$ cat src/rtl/midi_note_decoder_pkg.sv
// Shared constants for the MIDI note decoder: status nibbles, field widths
// and the parser state encoding.
package midi_note_decoder_pkg;

    localparam int NOTE_W = 7;
    localparam int VEL_W  = 7;

    localparam logic [3:0] ST_NOTE_OFF = 4'h8;
    localparam logic [3:0] ST_NOTE_ON  = 4'h9;
    localparam logic [3:0] ST_POLY_AT  = 4'hA;
    localparam logic [3:0] ST_CTRL     = 4'hB;
    localparam logic [3:0] ST_PROG     = 4'hC;
    localparam logic [3:0] ST_CHAN_AT  = 4'hD;
    localparam logic [3:0] ST_PITCH    = 4'hE;
    localparam logic [3:0] ST_SYSTEM   = 4'hF;

    typedef enum logic [2:0] {
        S_IDLE  = 3'd0,
        S_DATA1 = 3'd1,
        S_DATA2 = 3'd2,
        S_SKIP1 = 3'd3,
        S_SKIP2 = 3'd4
    } state_e;

endpackage

$ cat src/rtl/midi_note_decoder_if.sv
// Byte-in / note-event-out bundle between the UART receiver, the decoder
// and the notebank. slave = decoder side, master = byte source / event sink.
interface midi_note_decoder_if #(
    parameter int PERIOD_W = 23
);
    import midi_note_decoder_pkg::*;

    logic [7:0]          rx_data;
    logic                rx_valid;
    logic                note_on;
    logic                note_off;
    logic [PERIOD_W-1:0] period;
    logic [NOTE_W-1:0]   note_num;
    logic [VEL_W-1:0]    velocity;
    logic                active;

    modport master (
        output rx_data, rx_valid,
        input  note_on, note_off, period, note_num, velocity, active
    );

    modport slave (
        input  rx_data, rx_valid,
        output note_on, note_off, period, note_num, velocity, active
    );

endinterface

$ cat src/rtl/midi_note_decoder_period_rom.sv
// Note number -> waveform period in clk cycles, round(CLK_HZ / f(note)).
// Table contents are script-generated for a 4.8 MHz clock; any other CLK_HZ
// reads back as the saturated maximum so a mismatch is obvious on the output.
module midi_note_decoder_period_rom
    import midi_note_decoder_pkg::*;
#(
    parameter int unsigned CLK_HZ   = 4800000,
    parameter int          PERIOD_W = 23
) (
    input  logic [NOTE_W-1:0]   note_i,
    output logic [PERIOD_W-1:0] period_o
);

    localparam bit          TABLE_OK   = (CLK_HZ == 32'd4800000);
    localparam logic [31:0] PERIOD_MAX = (PERIOD_W >= 32) ? 32'hFFFF_FFFF
                                                          : ((32'd1 << PERIOD_W) - 32'd1);

    logic [31:0] raw;

    // Generated period table (4.8 MHz, A4 = note 69 = 440 Hz)
    always_comb begin
        raw = 32'd0;
        case (note_i)
            7'd0:   raw = 32'd587099; 7'd1:   raw = 32'd554147; 7'd2:   raw = 32'd523045; 7'd3:   raw = 32'd493689;
            7'd4:   raw = 32'd465980; 7'd5:   raw = 32'd439827; 7'd6:   raw = 32'd415141; 7'd7:   raw = 32'd391841;
            7'd8:   raw = 32'd369849; 7'd9:   raw = 32'd349091; 7'd10:  raw = 32'd329498; 7'd11:  raw = 32'd311005;
            7'd12:  raw = 32'd293549; 7'd13:  raw = 32'd277074; 7'd14:  raw = 32'd261523; 7'd15:  raw = 32'd246845;
            7'd16:  raw = 32'd232990; 7'd17:  raw = 32'd219913; 7'd18:  raw = 32'd207571; 7'd19:  raw = 32'd195921;
            7'd20:  raw = 32'd184924; 7'd21:  raw = 32'd174545; 7'd22:  raw = 32'd164749; 7'd23:  raw = 32'd155502;
            7'd24:  raw = 32'd146775; 7'd25:  raw = 32'd138537; 7'd26:  raw = 32'd130761; 7'd27:  raw = 32'd123422;
            7'd28:  raw = 32'd116495; 7'd29:  raw = 32'd109957; 7'd30:  raw = 32'd103785; 7'd31:  raw = 32'd97960;
            7'd32:  raw = 32'd92462;  7'd33:  raw = 32'd87273;  7'd34:  raw = 32'd82374;  7'd35:  raw = 32'd77751;
            7'd36:  raw = 32'd73387;  7'd37:  raw = 32'd69268;  7'd38:  raw = 32'd65381;  7'd39:  raw = 32'd61711;
            7'd40:  raw = 32'd58248;  7'd41:  raw = 32'd54978;  7'd42:  raw = 32'd51893;  7'd43:  raw = 32'd48980;
            7'd44:  raw = 32'd46231;  7'd45:  raw = 32'd43636;  7'd46:  raw = 32'd41187;  7'd47:  raw = 32'd38876;
            7'd48:  raw = 32'd36694;  7'd49:  raw = 32'd34634;  7'd50:  raw = 32'd32690;  7'd51:  raw = 32'd30856;
            7'd52:  raw = 32'd29124;  7'd53:  raw = 32'd27489;  7'd54:  raw = 32'd25946;  7'd55:  raw = 32'd24490;
            7'd56:  raw = 32'd23116;  7'd57:  raw = 32'd21818;  7'd58:  raw = 32'd20594;  7'd59:  raw = 32'd19438;
            7'd60:  raw = 32'd18347;  7'd61:  raw = 32'd17317;  7'd62:  raw = 32'd16345;  7'd63:  raw = 32'd15428;
            7'd64:  raw = 32'd14562;  7'd65:  raw = 32'd13745;  7'd66:  raw = 32'd12973;  7'd67:  raw = 32'd12245;
            7'd68:  raw = 32'd11558;  7'd69:  raw = 32'd10909;  7'd70:  raw = 32'd10297;  7'd71:  raw = 32'd9719;
            7'd72:  raw = 32'd9173;   7'd73:  raw = 32'd8659;   7'd74:  raw = 32'd8173;   7'd75:  raw = 32'd7714;
            7'd76:  raw = 32'd7281;   7'd77:  raw = 32'd6872;   7'd78:  raw = 32'd6487;   7'd79:  raw = 32'd6123;
            7'd80:  raw = 32'd5779;   7'd81:  raw = 32'd5455;   7'd82:  raw = 32'd5148;   7'd83:  raw = 32'd4859;
            7'd84:  raw = 32'd4587;   7'd85:  raw = 32'd4329;   7'd86:  raw = 32'd4086;   7'd87:  raw = 32'd3857;
            7'd88:  raw = 32'd3640;   7'd89:  raw = 32'd3436;   7'd90:  raw = 32'd3243;   7'd91:  raw = 32'd3061;
            7'd92:  raw = 32'd2889;   7'd93:  raw = 32'd2727;   7'd94:  raw = 32'd2574;   7'd95:  raw = 32'd2430;
            7'd96:  raw = 32'd2293;   7'd97:  raw = 32'd2165;   7'd98:  raw = 32'd2043;   7'd99:  raw = 32'd1928;
            7'd100: raw = 32'd1820;   7'd101: raw = 32'd1718;   7'd102: raw = 32'd1622;   7'd103: raw = 32'd1531;
            7'd104: raw = 32'd1445;   7'd105: raw = 32'd1364;   7'd106: raw = 32'd1287;   7'd107: raw = 32'd1215;
            7'd108: raw = 32'd1147;   7'd109: raw = 32'd1082;   7'd110: raw = 32'd1022;   7'd111: raw = 32'd964;
            7'd112: raw = 32'd910;    7'd113: raw = 32'd859;    7'd114: raw = 32'd811;    7'd115: raw = 32'd765;
            7'd116: raw = 32'd722;    7'd117: raw = 32'd682;    7'd118: raw = 32'd644;    7'd119: raw = 32'd607;
            7'd120: raw = 32'd573;    7'd121: raw = 32'd541;    7'd122: raw = 32'd511;    7'd123: raw = 32'd482;
            7'd124: raw = 32'd455;    7'd125: raw = 32'd430;    7'd126: raw = 32'd405;    7'd127: raw = 32'd383;
        endcase
    end

    assign period_o = (!TABLE_OK || (raw > PERIOD_MAX)) ? PERIOD_MAX[PERIOD_W-1:0]
                                                        : raw[PERIOD_W-1:0];

endmodule

$ cat src/rtl/midi_note_decoder.sv
// Monophonic MIDI note decoder: turns a UART byte stream into note_on /
// note_off pulses with note number, velocity and waveform period.
// Build option: define MIDI_OMNI_EN to accept note messages on all channels.
//
//  state   | meaning
//  IDLE    | between messages; data bytes used only under running status
//  DATA1   | note-on/off status seen, waiting for note number
//  DATA2   | note number latched, waiting for velocity
//  SKIP1   | one data byte of an unsupported message left to consume
//  SKIP2   | two data bytes of an unsupported message left to consume
module midi_note_decoder
    import midi_note_decoder_pkg::*;
#(
    parameter logic [3:0]  CHANNEL  = 4'd0,
    parameter int unsigned CLK_HZ   = 4800000,
    parameter int          PERIOD_W = 23
) (
    input  logic               clk,
    input  logic               rst,
    midi_note_decoder_if.slave bus
);

    state_e              state_q,    state_d;
    logic                rs_valid_q, rs_valid_d;
    logic                rs_on_q,    rs_on_d;
    logic [NOTE_W-1:0]   note_lat_q, note_lat_d;
    logic                note_on_q,  note_on_d;
    logic                note_off_q, note_off_d;
    logic                active_q,   active_d;
    logic [NOTE_W-1:0]   note_num_q, note_num_d;
    logic [VEL_W-1:0]    velocity_q, velocity_d;
    logic [PERIOD_W-1:0] period_q,   period_d;
    logic [PERIOD_W-1:0] rom_period;
    logic                chan_ok;

`ifdef MIDI_OMNI_EN
    assign chan_ok = 1'b1;
`else
    assign chan_ok = (bus.rx_data[3:0] == CHANNEL);
`endif

    midi_note_decoder_period_rom #(
        .CLK_HZ   (CLK_HZ),
        .PERIOD_W (PERIOD_W)
    ) u_period_rom (
        .note_i   (note_lat_q),
        .period_o (rom_period)
    );

    // Parser next state, running status and note event generation
    always_comb begin
        state_d    = state_q;
        rs_valid_d = rs_valid_q;
        rs_on_d    = rs_on_q;
        note_lat_d = note_lat_q;
        note_on_d  = 1'b0;
        note_off_d = 1'b0;
        active_d   = active_q;
        note_num_d = note_num_q;
        velocity_d = velocity_q;
        period_d   = period_q;

        if (bus.rx_valid) begin
            if (bus.rx_data[7]) begin
                // Real-time bytes (F8..FF) may land anywhere and must not disturb parsing
                if (bus.rx_data[7:3] != 5'b11111) begin
                    rs_valid_d = 1'b0;
                    case (bus.rx_data[7:4])
                        ST_NOTE_OFF, ST_NOTE_ON: begin
                            if (chan_ok) begin
                                rs_valid_d = 1'b1;
                                rs_on_d    = (bus.rx_data[7:4] == ST_NOTE_ON);
                                state_d    = S_DATA1;
                            end else begin
                                state_d    = S_SKIP2;
                            end
                        end
                        ST_POLY_AT, ST_CTRL, ST_PITCH: state_d = S_SKIP2;
                        ST_PROG, ST_CHAN_AT:           state_d = S_SKIP1;
                        ST_SYSTEM:                     state_d = S_IDLE;
                        default:                       state_d = S_IDLE;
                    endcase
                end
            end else begin
                case (state_q)
                    S_IDLE: begin
                        if (rs_valid_q) begin
                            note_lat_d = bus.rx_data[6:0];
                            state_d    = S_DATA2;
                        end
                    end
                    S_DATA1: begin
                        note_lat_d = bus.rx_data[6:0];
                        state_d    = S_DATA2;
                    end
                    S_DATA2: begin
                        state_d = S_IDLE;
                        if (rs_on_q && (bus.rx_data[6:0] != 7'd0)) begin
                            note_on_d  = 1'b1;
                            active_d   = 1'b1;
                            note_num_d = note_lat_q;
                            velocity_d = bus.rx_data[6:0];
                            period_d   = rom_period;
                        end else if (active_q && (note_lat_q == note_num_q)) begin
                            note_off_d = 1'b1;
                            active_d   = 1'b0;
                        end
                    end
                    S_SKIP2: state_d = S_SKIP1;
                    S_SKIP1: state_d = S_IDLE;
                    default: state_d = S_IDLE;
                endcase
            end
        end
    end

    // State and output registers; reset has priority over any incoming byte
    always_ff @(posedge clk) begin
        if (rst) begin
            state_q    <= S_IDLE;
            rs_valid_q <= 1'b0;
            rs_on_q    <= 1'b0;
            note_lat_q <= '0;
            note_on_q  <= 1'b0;
            note_off_q <= 1'b0;
            active_q   <= 1'b0;
            note_num_q <= '0;
            velocity_q <= '0;
            period_q   <= '0;
        end else begin
            state_q    <= state_d;
            rs_valid_q <= rs_valid_d;
            rs_on_q    <= rs_on_d;
            note_lat_q <= note_lat_d;
            note_on_q  <= note_on_d;
            note_off_q <= note_off_d;
            active_q   <= active_d;
            note_num_q <= note_num_d;
            velocity_q <= velocity_d;
            period_q   <= period_d;
        end
    end

    assign bus.note_on  = note_on_q;
    assign bus.note_off = note_off_q;
    assign bus.active   = active_q;
    assign bus.note_num = note_num_q;
    assign bus.velocity = velocity_q;
    assign bus.period   = period_q;

endmodule

$ cat src/flat_wrapper.sv
// flat-port wrapper written by rule: the top's interface ports become plain ports
module midi_note_decoder_flat import midi_note_decoder_pkg::*;
#(
    parameter logic [3:0]  CHANNEL  = 4'd0,
    parameter int unsigned CLK_HZ   = 4800000,
    parameter int          PERIOD_W = 23
)
  (clk, rst, bus_rx_data, bus_rx_valid, bus_note_on, bus_note_off, bus_period, bus_note_num, bus_velocity, bus_active);
  midi_note_decoder_if #(.PERIOD_W(PERIOD_W)) bus_i ();
  input  logic clk;
  input  logic rst;
  input wire logic [$bits(bus_i.rx_data)-1:0] bus_rx_data;
  input wire logic [$bits(bus_i.rx_valid)-1:0] bus_rx_valid;
  output wire logic [$bits(bus_i.note_on)-1:0] bus_note_on;
  output wire logic [$bits(bus_i.note_off)-1:0] bus_note_off;
  output wire logic [$bits(bus_i.period)-1:0] bus_period;
  output wire logic [$bits(bus_i.note_num)-1:0] bus_note_num;
  output wire logic [$bits(bus_i.velocity)-1:0] bus_velocity;
  output wire logic [$bits(bus_i.active)-1:0] bus_active;
  assign bus_i.rx_data = bus_rx_data;
  assign bus_i.rx_valid = bus_rx_valid;
  assign bus_note_on = bus_i.note_on;
  assign bus_note_off = bus_i.note_off;
  assign bus_period = bus_i.period;
  assign bus_note_num = bus_i.note_num;
  assign bus_velocity = bus_i.velocity;
  assign bus_active = bus_i.active;
  midi_note_decoder #(.CHANNEL(CHANNEL), .CLK_HZ(CLK_HZ), .PERIOD_W(PERIOD_W)) u_core (.clk(clk), .rst(rst), .bus(bus_i));
endmodule
$ cat config.mk
export PLATFORM = sky130hd
export DESIGN_NAME = midi_note_decoder_flat
export DESIGN_NICKNAME = d
export VERILOG_FILES = /design/src/rtl/midi_note_decoder_pkg.sv /design/src/rtl/midi_note_decoder_if.sv /design/src/rtl/midi_note_decoder_period_rom.sv /design/src/rtl/midi_note_decoder.sv /design/src/flat_wrapper.sv
export SDC_FILE = /design/constraint.sdc
export NUM_CORES = 1
export LEC_CHECK = 0
export ABC_AREA = 1
export ABC_CLOCK_PERIOD_IN_PS = 2600
export BUFFER_PORTS_ARGS = -buffer_cell sky130_fd_sc_hd__clkbuf_2
export CAP_MARGIN = 5
export CORE_ASPECT_RATIO = 1.4
export CORE_UTILIZATION = 55
export DETAILED_ROUTE_END_ITERATION = 7
export MAX_ROUTING_LAYER = met4
export PLACE_DENSITY = 0.76
export SYNTH_ARGS = -nofsm -noshare
export SYNTH_HDL_FRONTEND = slang
export SYNTH_HIERARCHICAL = 1
export SYNTH_SLANG_ARGS = --single-unit
$ cat constraint.sdc
create_clock -name clk -period 2.6 [get_ports clk]
set_input_delay 0.39 -clock clk [delete_from_list [all_inputs] [get_ports clk]]
set_output_delay 0.39 -clock clk [all_outputs]
set_load 0.005 [all_outputs]
==> results of run 1 <==
layout make-up:
| class | instances | area (um^2) | share of cell area (%) |
|---|---|---|---|
| multi-input combinational | 661 | 2920 | 59.9 |
| sequential | 52 | 1040 | 21.4 |
| timing repair buffer | 68 | 385 | 7.91 |
| inverter | 81 | 309 | 6.34 |
| tap | 100 | 125 | 2.57 |
| clock buffer | 6 | 82.6 | 1.69 |
| clock inverter | 2 | 13.8 | 0.282 |
stage by stage:
step                      cell area, um^2  utilization, %  total power [mW]  worst slack [ps]  instances
final                                4870            61.8              1.75               181        970
after global routing                 4870            61.8              1.82              85.4        970
after CTS                            4870            61.8              1.75               310        970
after detailed placement             4780            60.5              1.25               328        962
after global placement               4780            60.5              1.25               317        962
after floorplan                      4570               -              1.15               671        841
flip-flops by register name (all words and copies together) (netlist names):
register,cells
u_core/bus.velocity,7
u_core/bus.note_off,1
u_core/rs_on_q,1
u_core/note_lat_q,7
u_core/bus.note_on,1
u_core/bus.period,23
u_core/rs_valid_q,1
u_core/state_q,3
u_core/bus.active,1
u_core/bus.note_num,7
kinds of logic after synthesis:
| family | after synthesis | synth area share (%) |
|---|---|---|
| simple gates | 594 | 54.4 |
| buf+inv | 128 | 13.4 |
| compound gates | 53 | 6.25 |
| flops | 52 | 22.8 |
| fa+ha+maj | 11 | 3.02 |
| other cells | 1 | 0.0822 |
power groups by stage:
| stage | sequential (mW) | clock, mW | combinational (mW) |
|---|---|---|---|
| after floorplan | 0.831 | 0 | 0.315 |
| after global placement | 0.835 | 0 | 0.417 |
| after detailed placement | 0.835 | 0 | 0.419 |
| after CTS | 0.817 | 0.512 | 0.420 |
| after global routing | 0.819 | 0.528 | 0.478 |
| final | 0.817 | 0.496 | 0.435 |
worst max-delay path, delay by kind of cell, from the launching register on:
kind,cells,cell delay [ps]
AND/OR/NAND/NOR,5,900
AO/OA/AOI/OAI,1,160
buffers and inverters,2,560
flip-flops,1,700
path summary, 6_finish.rpt:
check,start,endpoint,slack [ps],depth (start not counted)
max reg2reg,u_core/note_lat_q[5],u_core/bus.period[6],180,8
min,rst,u_core/rs_valid_q,280,2
max,u_core/note_lat_q[5],u_core/bus.period[6],180,8
min reg2reg,u_core/rs_valid_q,u_core/rs_valid_q,500,2
cells in the final DEF, fill, tap and decap left out:
| cell | n |
|---|---|
| a21oi_1 | 24 |
| buf_4 | 18 |
| clkbuf_2 | 50 |
| clkbuf_8 | 6 |
| clkinv_1 | 1 |
| clkinv_2 | 1 |
| conb_1 | 3 |
| dfxtp_1 | 52 |
| ha_1 | 11 |
| inv_1 | 73 |
| inv_2 | 6 |
| inv_6 | 2 |
| nand2_1 | 311 |
| nand2_2 | 12 |
| nand3_1 | 143 |
| nand3_2 | 1 |
| nand3b_1 | 1 |
| nand4_1 | 8 |
| nor2_1 | 112 |
| nor2_2 | 1 |
| nor2_4 | 1 |
| nor3_1 | 4 |
| o211ai_1 | 6 |
| o21ai_0 | 16 |
| o21ai_1 | 5 |
| o21bai_1 | 1 |
| o31ai_1 | 1 |
layer usage:
layer	GRT usage, %	wire length [um]	up-vias
li1	-	-	2691
met1	42.4	5930	2471
met2	63.9	7600	331
met3	5.73	1200	76
met4	24.0	862	0
met5	-	0	-
==> results.py, run 1 <==
metrics = {
    "routing": {
        "drc_errors": 0,
        "drt-initial-drc-count": 593,
        "wl_per_cell_um": 16.1,
        "first_pass_iters": 6,
        "viasPerCell": 5.74,
        "route.vias.total": 5569,
        "wirelength_mm": 15.6,
        "drtAntennaViolNets": 0,
    },
    "global_routing": {
        "antenna_found_initial": 0,
        "track_usage_pct": 38.2,
        "grt_max_degree": 54,
        "grt_pass1_wl_mm": 24.8,
        "grt_pass1_vias": 5078,
        "overflow": 0,
    },
    "clocking": {
        "insertion_delay_ps": 320,
        "cts.sinks": 52,
        "cts_resized": 0,
        "postCtsSetupBuffers": 0,
        "clkSlewWorstSetupHoldPaths_ps": 90,
        "clockRootBuffer": "clkbuf_8",
        "cts_tree": "built",
        "htree_levels": 2,
        "numCtsBuffers": 5,
        "holdBufCountCts": 0,
        "cts_buffer_depth": 2,
    },
    "synth": {
        "yosys.area.top_type": "nand2_1",
        "synth-async-reset-ratio_pct": 0,
        "ys_seq_area_share_pct": 22.8,
        "synth.top_cell.area_share_pct": 25.6,
        "synth_cell_types": 29,
        "yosys_warnings": 6,
        "synth.most_common_cell": "nand2_1",
        "avgSynthCellArea_um2": 5.44,
        "synth_area_um2": 4560,
        "synthFlopType": "dfxtp_1",
        "ys_ff_latch": 52,
        "synth.area.top_cells": "nand2_1, dfxtp_1, nand3_1",
        "synth_edf_count": 0,
        "syn_inst": 839,
        "synthTopCellsByCount": "nand2_1, nand3_1, nor2_1",
    },
    "power": {
        "p_sw_share_pct": 33.9,
        "p_comb_share_pct": 24.9,
        "power_leakage_nw": 2.71,
        "switchingPower_mw": 0.593,
        "power_frac_seq_pct": 46.7,
        "pwr-share-clk_pct": 28.4,
        "p_per_area_nw_per_um2": 359,
        "internal_power_mw": 1.15,
        "ir_worst_vdd_v": 0.000464,
    },
    "timing": {
        "whs_ps": 276,
        "slew_headroom_pct": 35.9,
        "skew_ps": 6.69,
        "hold_viol_final": 0,
        "timing.final.crit_share_pct": 93.0,
        "fin_crit_ps": 2420,
        "max_freq_ghz": 0.413,
        "tightest_slew_ps": 957,
        "setup_tns_ps": 0,
        "final-setup-viol-count": 0,
        "slew_violations": 0,
        "rsz0062_at_grt": "false",
    },
    "die": {
        "io_pins": 51,
        "die_w_um": 79.0,
        "coreArea_um2": 7890,
        "std_cell_rows": 38,
        "dieHeight_um": 110,
        "initial_utilization_pct": 57.8,
        "die-area_um2": 8670,
    },
    "critical_path": {
        "cp_slowest_cell": "dfxtp_1",
        "max_stage_delay_ps": 700,
        "critPathCaptureType": "register",
        "crit_path_start_kind": "register",
        "cpMostUsedCell": "nor2_1",
        "crit_chain": "inv_2 -> nor2_1 -> buf_4 -> nand2_1 -> o21ai_1 -> nor2_1 -> nor2_1 -> nor2_1",
        "crit_required_ps": 2820,
        "cp_max_fo": 14,
        "crit_type": "register to register",
        "critPathArrivalTime_ps": 2630,
    },
    "finish": {
        "nets": 891,
        "fill_cells": 823,
        "drive_above_1_share_pct": 11.3,
        "n_antenna_cell": 0,
        "area_growth_pct": 6.83,
    },
    "hold_path": {
        "hp-class": "input pin to register",
    },
    "status": {
        "outcome": "completed",
    },
    "job": {
        "cap_violations": 0,
    },
    "placement": {
        "dp_hpwl_mm": 11.5,
        "gp_congestion": 1.06,
        "io_buffers": 50,
    },
}
No activity file was read; power rests on OpenSTA's default activity.
==> inputs of run 2 (changes only) <==
--- a/config.mk
+++ b/config.mk
@@ -10,10 +10,10 @@
 export BUFFER_PORTS_ARGS = -buffer_cell sky130_fd_sc_hd__clkbuf_2
 export CAP_MARGIN = 5
 export CORE_ASPECT_RATIO = 1.4
-export CORE_UTILIZATION = 55
+export CORE_UTILIZATION = 30
+export CTS_BUF_LIST = sky130_fd_sc_hd__clkbuf_8
 export DETAILED_ROUTE_END_ITERATION = 7
 export MAX_ROUTING_LAYER = met4
-export PLACE_DENSITY = 0.76
 export SYNTH_ARGS = -nofsm -noshare
 export SYNTH_HDL_FRONTEND = slang
 export SYNTH_HIERARCHICAL = 1
==> run 2 against run 1 <==
  * Sequential cell count stayed put
  * Design area is 2.2% higher
  * Global-route usage is 19 points lower
  * Routed wire length is 4.4% lower
  * Critical path depth stayed put
  * Power is 1.5% lower
  * Critical endpoint unchanged
  * Largest power group unchanged
==> results.py, run 2 (synthesized netlist as in run 1, its figures left out) <==
metrics = {
    "die": {
        "initial_utilization_pct": 30.6,
        "die-area_um2": 15700,
        "io_pins": 51,
        "coreArea_um2": 14900,
        "die_w_um": 106,
        "dieHeight_um": 148,
        "std_cell_rows": 53,
    },
    "power": {
        "p_per_area_nw_per_um2": 345,
        "power_leakage_nw": 2.72,
        "ir_worst_vdd_v": 0.000232,
    },
    "job": {
        "cap_violations": 0,
    },
    "finish": {
        "nets": 890,
        "final_common_cell": "nand2_1",
        "post-route-util_pct": 33.4,
        "drive_above_1_share_pct": 10.9,
        "final_cell_mix": "nand2_1, nand3_1, nor2_1, inv_1, dfxtp_1",
        "layout.cells.non_filler": 1061,
        "area_growth_pct": 9.21,
        "n_antenna_cell": 0,
        "largest_register_ff_count": 23,
    },
    "placement": {
        "gp_congestion": 0.993,
        "placed_cells": 1053,
        "dp_hpwl_mm": 10.9,
        "pre_cts_ws_ps": 406,
        "io_buffers": 50,
    },
    "routing": {
        "route.vias.total": 5403,
        "wirelength_mm": 14.9,
        "wl_per_cell_um": 14.1,
        "drt-initial-drc-count": 540,
        "drtAntennaViolNets": 0,
        "drc_errors": 0,
        "first_pass_iters": 5,
        "viasPerCell": 5.09,
    },
    "timing": {
        "skew_ps": 7.96,
        "fin_crit_ps": 2270,
        "setup_tns_ps": 0,
        "max_freq_ghz": 0.440,
        "worst_slack_ps": 325,
        "slew_headroom_pct": 36.0,
        "rsz0062_at_grt": "false",
        "hold_viol_final": 0,
        "final-setup-viol-count": 0,
        "timing.final.crit_share_pct": 87.5,
        "tightest_slew_ps": 956,
        "slew_violations": 0,
    },
    "critical_path": {
        "crit_type": "register to register",
        "crit_required_ps": 2820,
        "crit_path_start_kind": "register",
        "critPathCaptureType": "register",
        "critPathArrivalTime_ps": 2490,
        "cp_max_fo": 14,
        "rrSetupSlack_ps": 330,
    },
    "clocking": {
        "postCtsSetupBuffers": 0,
        "cts_tree": "built",
        "clockRootBuffer": "clkbuf_8",
        "cts.sinks": 52,
        "cts_buffer_depth": 2,
        "htree_levels": 2,
        "cts_resized": 0,
        "clkSlewWorstSetupHoldPaths_ps": 100,
        "holdBufCountCts": 0,
        "insertion_delay_ps": 320,
        "numCtsBuffers": 5,
    },
    "status": {
        "outcome": "completed",
    },
    "global_routing": {
        "overflow": 0,
        "track_usage_pct": 19.6,
        "grt_pass1_vias": 4888,
        "grt_max_degree": 75,
        "antenna_found_initial": 0,
        "grt_pass1_wl_mm": 24.2,
    },
    "hold_path": {
        "hp-class": "input pin to register",
    },
}
-- run 2: path summary, 6_finish.rpt --
path / startpoint / endpoint / depth (start not counted)
max: u_core/note_lat_q[5] / u_core/bus.period[6] / 8
min: rst / u_core/rs_on_q / 2
max reg2reg: u_core/note_lat_q[5] / u_core/bus.period[6] / 8
min reg2reg: u_core/rs_valid_q / u_core/rs_valid_q / 2
-- run 2: power breakdown --
part           switching, mW  leakage, nW  internal (mW)
combinational          0.300         2.25          0.133
sequential            0.0105        0.419          0.805
clock                  0.288       0.0507          0.186
total                  0.599         2.72           1.12
-- run 2: layout make-up --
cell class                      count  area (um^2)
Inverter                           81          309
Multi-Input combinational cell    661         2920
Clock buffer                        5         68.8
Tap cell                          192          240
Timing Repair Buffer               67          390
Fill cell                        1711         9940
Clock inverter                      3         16.3
Sequential cell                    52         1040
-- run 2: worst max-delay path: stages, from the launching register on --
cell	delay [ps]
dfxtp_1	730
inv_2	240
nor2_1	480
buf_4	290
nand2_1	70
o21ai_1	160
nor2_1	60
nor2_1	100
nor2_1	50
-- run 2: routing by layer --
metal	global-route usage, %	up-vias	share of wire [%]
met1	23.4	2453	42
met3	1.94	54	5.2
met4	10.6	0	4.7
li1	-	2688	-
met5	-	-	0
met2	32.2	208	48
-- run 2: through the flow --
step	power (mW)	hold slack, ps	cell area [um^2]
floorplan	1.15	451	4570
global route	1.81	263	4980
global placement	1.26	477	4900
detailed placement	1.26	479	4900
CTS	1.73	251	4980
finish	1.72	262	4980
==> inputs of run 3 (changes only) <==
--- a/config.mk
+++ b/config.mk
@@ -5,7 +5,6 @@
 export SDC_FILE = /design/constraint.sdc
 export NUM_CORES = 1
 export LEC_CHECK = 0
-export ABC_AREA = 1
 export ABC_CLOCK_PERIOD_IN_PS = 2600
 export BUFFER_PORTS_ARGS = -buffer_cell sky130_fd_sc_hd__clkbuf_2
 export CAP_MARGIN = 5
==> run 3 against run 2 <==
  * Critical path depth rose by 2
  * Sequential share of layout area decreased by 1.7 points
  * Cell count decreased by 16%
  * First-iteration DRC count down 0.19%
  * Die area grew 0.83%
  * Register-to-register slack got worse by 150 ps
  * Synthesized cell count decreased by 23%
  * Count of clock-buffer cells in the layout stayed put
  * Critical path type unchanged
  * Largest cell class unchanged
  * Highest routed layer unchanged
==> results.py, run 3 <==
metrics = {
    "status": {
        "outcome": "completed",
    },
    "critical_path": {
        "crit_required_ps": 2810,
        "crit_family": "simple AND/OR/NAND/NOR gates",
        "crit_path_start_kind": "register",
        "cp-startpoint": "u_core/note_lat_q[1]",
        "crit_chain": "buf_4 -> buf_4 -> or2_2 -> buf_4 -> a21oi_1 -> a311oi_1 -> o21ai_0 -> nand4_1 -> nand3_1 -> a21oi_1",
        "critPathArrivalTime_ps": 2640,
        "critPathCaptureType": "register",
        "cp_slowest_cell": "o21ai_0",
        "cp_max_fo": 13,
        "crit_type": "register to register",
        "max_stage_delay_ps": 420,
        "cpMostUsedCell": "buf_4",
        "critical_path_buf_inv_count": 3,
        "r2r_start": "u_core/note_lat_q[1]",
    },
    "finish": {
        "post-route-util_pct": 36.3,
        "drive_above_1_share_pct": 22.7,
        "nets": 725,
        "final_common_cell": "a21oi_1",
        "area_growth_pct": 18.3,
        "n_antenna_cell": 0,
        "final_cell_mix": "a21oi_1, buf_4, o21ai_0",
        "fill_cells": 1658,
        "largest_register_ff_count": 23,
    },
    "clocking": {
        "clockRootBuffer": "clkbuf_8",
        "numCtsBuffers": 5,
        "insertion_delay_ps": 310,
        "htree_levels": 2,
        "cts_tree": "built",
        "cts_buffer_depth": 2,
        "clkSlewWorstSetupHoldPaths_ps": 110,
        "cts.sinks": 52,
    },
    "synth": {
        "synthTopCellsByCount": "a21oi_1, o21ai_0, dfxtp_1",
        "avgSynthCellArea_um2": 7.12,
        "yosys.area.top_type": "dfxtp_1",
        "synth.top_cell.area_share_pct": 22.6,
        "synth-async-reset-ratio_pct": 0,
        "synthFlopType": "dfxtp_1",
        "synth_area_um2": 4600,
        "ys_seq_area_share_pct": 22.6,
        "synth_cell_types": 70,
        "syn_inst": 646,
        "ys_ff_latch": 52,
        "synth.most_common_cell": "a21oi_1",
        "synth_edf_count": 0,
        "yosys_warnings": 6,
        "synth.area.top_cells": "dfxtp_1, a21oi_1, o21ai_0",
    },
    "placement": {
        "io_buffers": 50,
        "dp_hpwl_mm": 14.6,
        "gp_congestion": 1.04,
    },
    "timing": {
        "final-setup-viol-count": 0,
        "max_freq_ghz": 0.412,
        "skew_ps": 12.6,
        "slew_violations": 0,
        "hold_viol_final": 0,
        "rsz0062_at_grt": "false",
        "slew_headroom_pct": 51.7,
        "tightest_slew_ps": 723,
        "timing.final.crit_share_pct": 93.4,
        "setup_tns_ps": 0,
        "fin_crit_ps": 2430,
    },
    "global_routing": {
        "grt_pass1_vias": 5229,
        "grt_pass1_wl_mm": 30.4,
        "track_usage_pct": 25.7,
        "overflow": 0,
        "antenna_found_initial": 0,
        "grt_max_degree": 36,
    },
    "die": {
        "die_w_um": 107,
        "die-area_um2": 15800,
        "std_cell_rows": 53,
        "coreArea_um2": 15000,
        "initial_utilization_pct": 30.7,
        "dieHeight_um": 149,
        "io_pins": 51,
    },
    "power": {
        "ir_worst_vdd_v": 0.000637,
        "power_leakage_nw": 2.04,
        "p_per_area_nw_per_um2": 315,
    },
    "routing": {
        "drc_errors": 0,
        "wirelength_mm": 19.5,
        "route.vias.total": 5430,
        "first_pass_iters": 8,
        "drt-initial-drc-count": 539,
        "drtAntennaViolNets": 0,
        "viasPerCell": 6.06,
        "wl_per_cell_um": 21.8,
    },
    "job": {
        "cap_violations": 0,
    },
    "hold_path": {
        "holdCritStartpoint": "bus_rx_data[2]",
        "hp-class": "input pin to register",
    },
}
[run 3: cell families after synthesis]
family,Yosys count,share of synthesized area [%]
fa+ha+maj,11,2.99
buf+inv,83,8.13
simple gates,224,24.1
flops,52,22.6
compound gates,242,33.0
other cells,1,0.0815
mux,25,7.61
xor+xnor,8,1.52
[run 3: timing repair]
| item | 4_1_cts | 5_1_grt |
|---|---|---|
| hold buffers | 0 | 0 |
| buffers inserted | 0 | 0 |
| setup endpoints to repair | 0 | 3 |
| gates resized for setup | 0 | 4 |
[run 3: where the power goes]
part	internal [mW]	switching (mW)	total, mW
clock network	0.290	0.291	0.582
registers	0.802	0.0111	0.813
logic	0.120	0.202	0.322
total	1.21	0.505	1.72
[run 3: metal layers]
metal | vias to the layer above | track usage [%] | share of wire [%]
met1 | 2538 | 29.6 | 38
met5 | - | - | 0
met3 | 106 | 2.63 | 6.2
li1 | 2513 | - | -
met4 | 0 | 17.4 | 7.7
met2 | 273 | 42.1 | 48
[run 3: path summary, 6_finish.rpt]
path | end | slack (ps) | depth (start not counted)
max | u_core/bus.period[2] | 170 | 10
min | u_core/bus.velocity[2] | 360 | 3
max reg2reg | u_core/bus.period[2] | 170 | 10
min reg2reg | u_core/bus.period[13] | 480 | 2
[run 3: final cells by class]
type	instances	area [um^2]	area share (%)
clock inverters	3	46.3	0.850
flip-flops and latches	52	1040	19.2
clock buffers	5	68.8	1.26
repair buffers	118	786	14.4
inverters	13	48.8	0.896
multi-input cells	513	3210	59.0
well taps	192	240	4.41
[run 3: worst reg2reg max path, cell delays in order, from the launching register on]
cell,delay (ps)
dfxtp_1,320
buf_4,180
buf_4,200
or2_2,340
buf_4,160
a21oi_1,160
a311oi_1,70
o21ai_0,420
nand4_1,270
nand3_1,150
a21oi_1,70
[run 3: metrics by stage]
stage / hold slack (ps) / instance area, um^2 / setup WS, ps / instances / total power, mW
global placement: 462 / 5320 / 121 / 888 / 1.15
global route: 371 / 5450 / 28.1 / 896 / 1.80
CTS: 343 / 5430 / 131 / 896 / 1.73
detailed placement: 469 / 5320 / 169 / 888 / 1.14
finish: 359 / 5450 / 173 / 896 / 1.72
floorplan: 441 / 4610 / 189 / 648 / 1.03
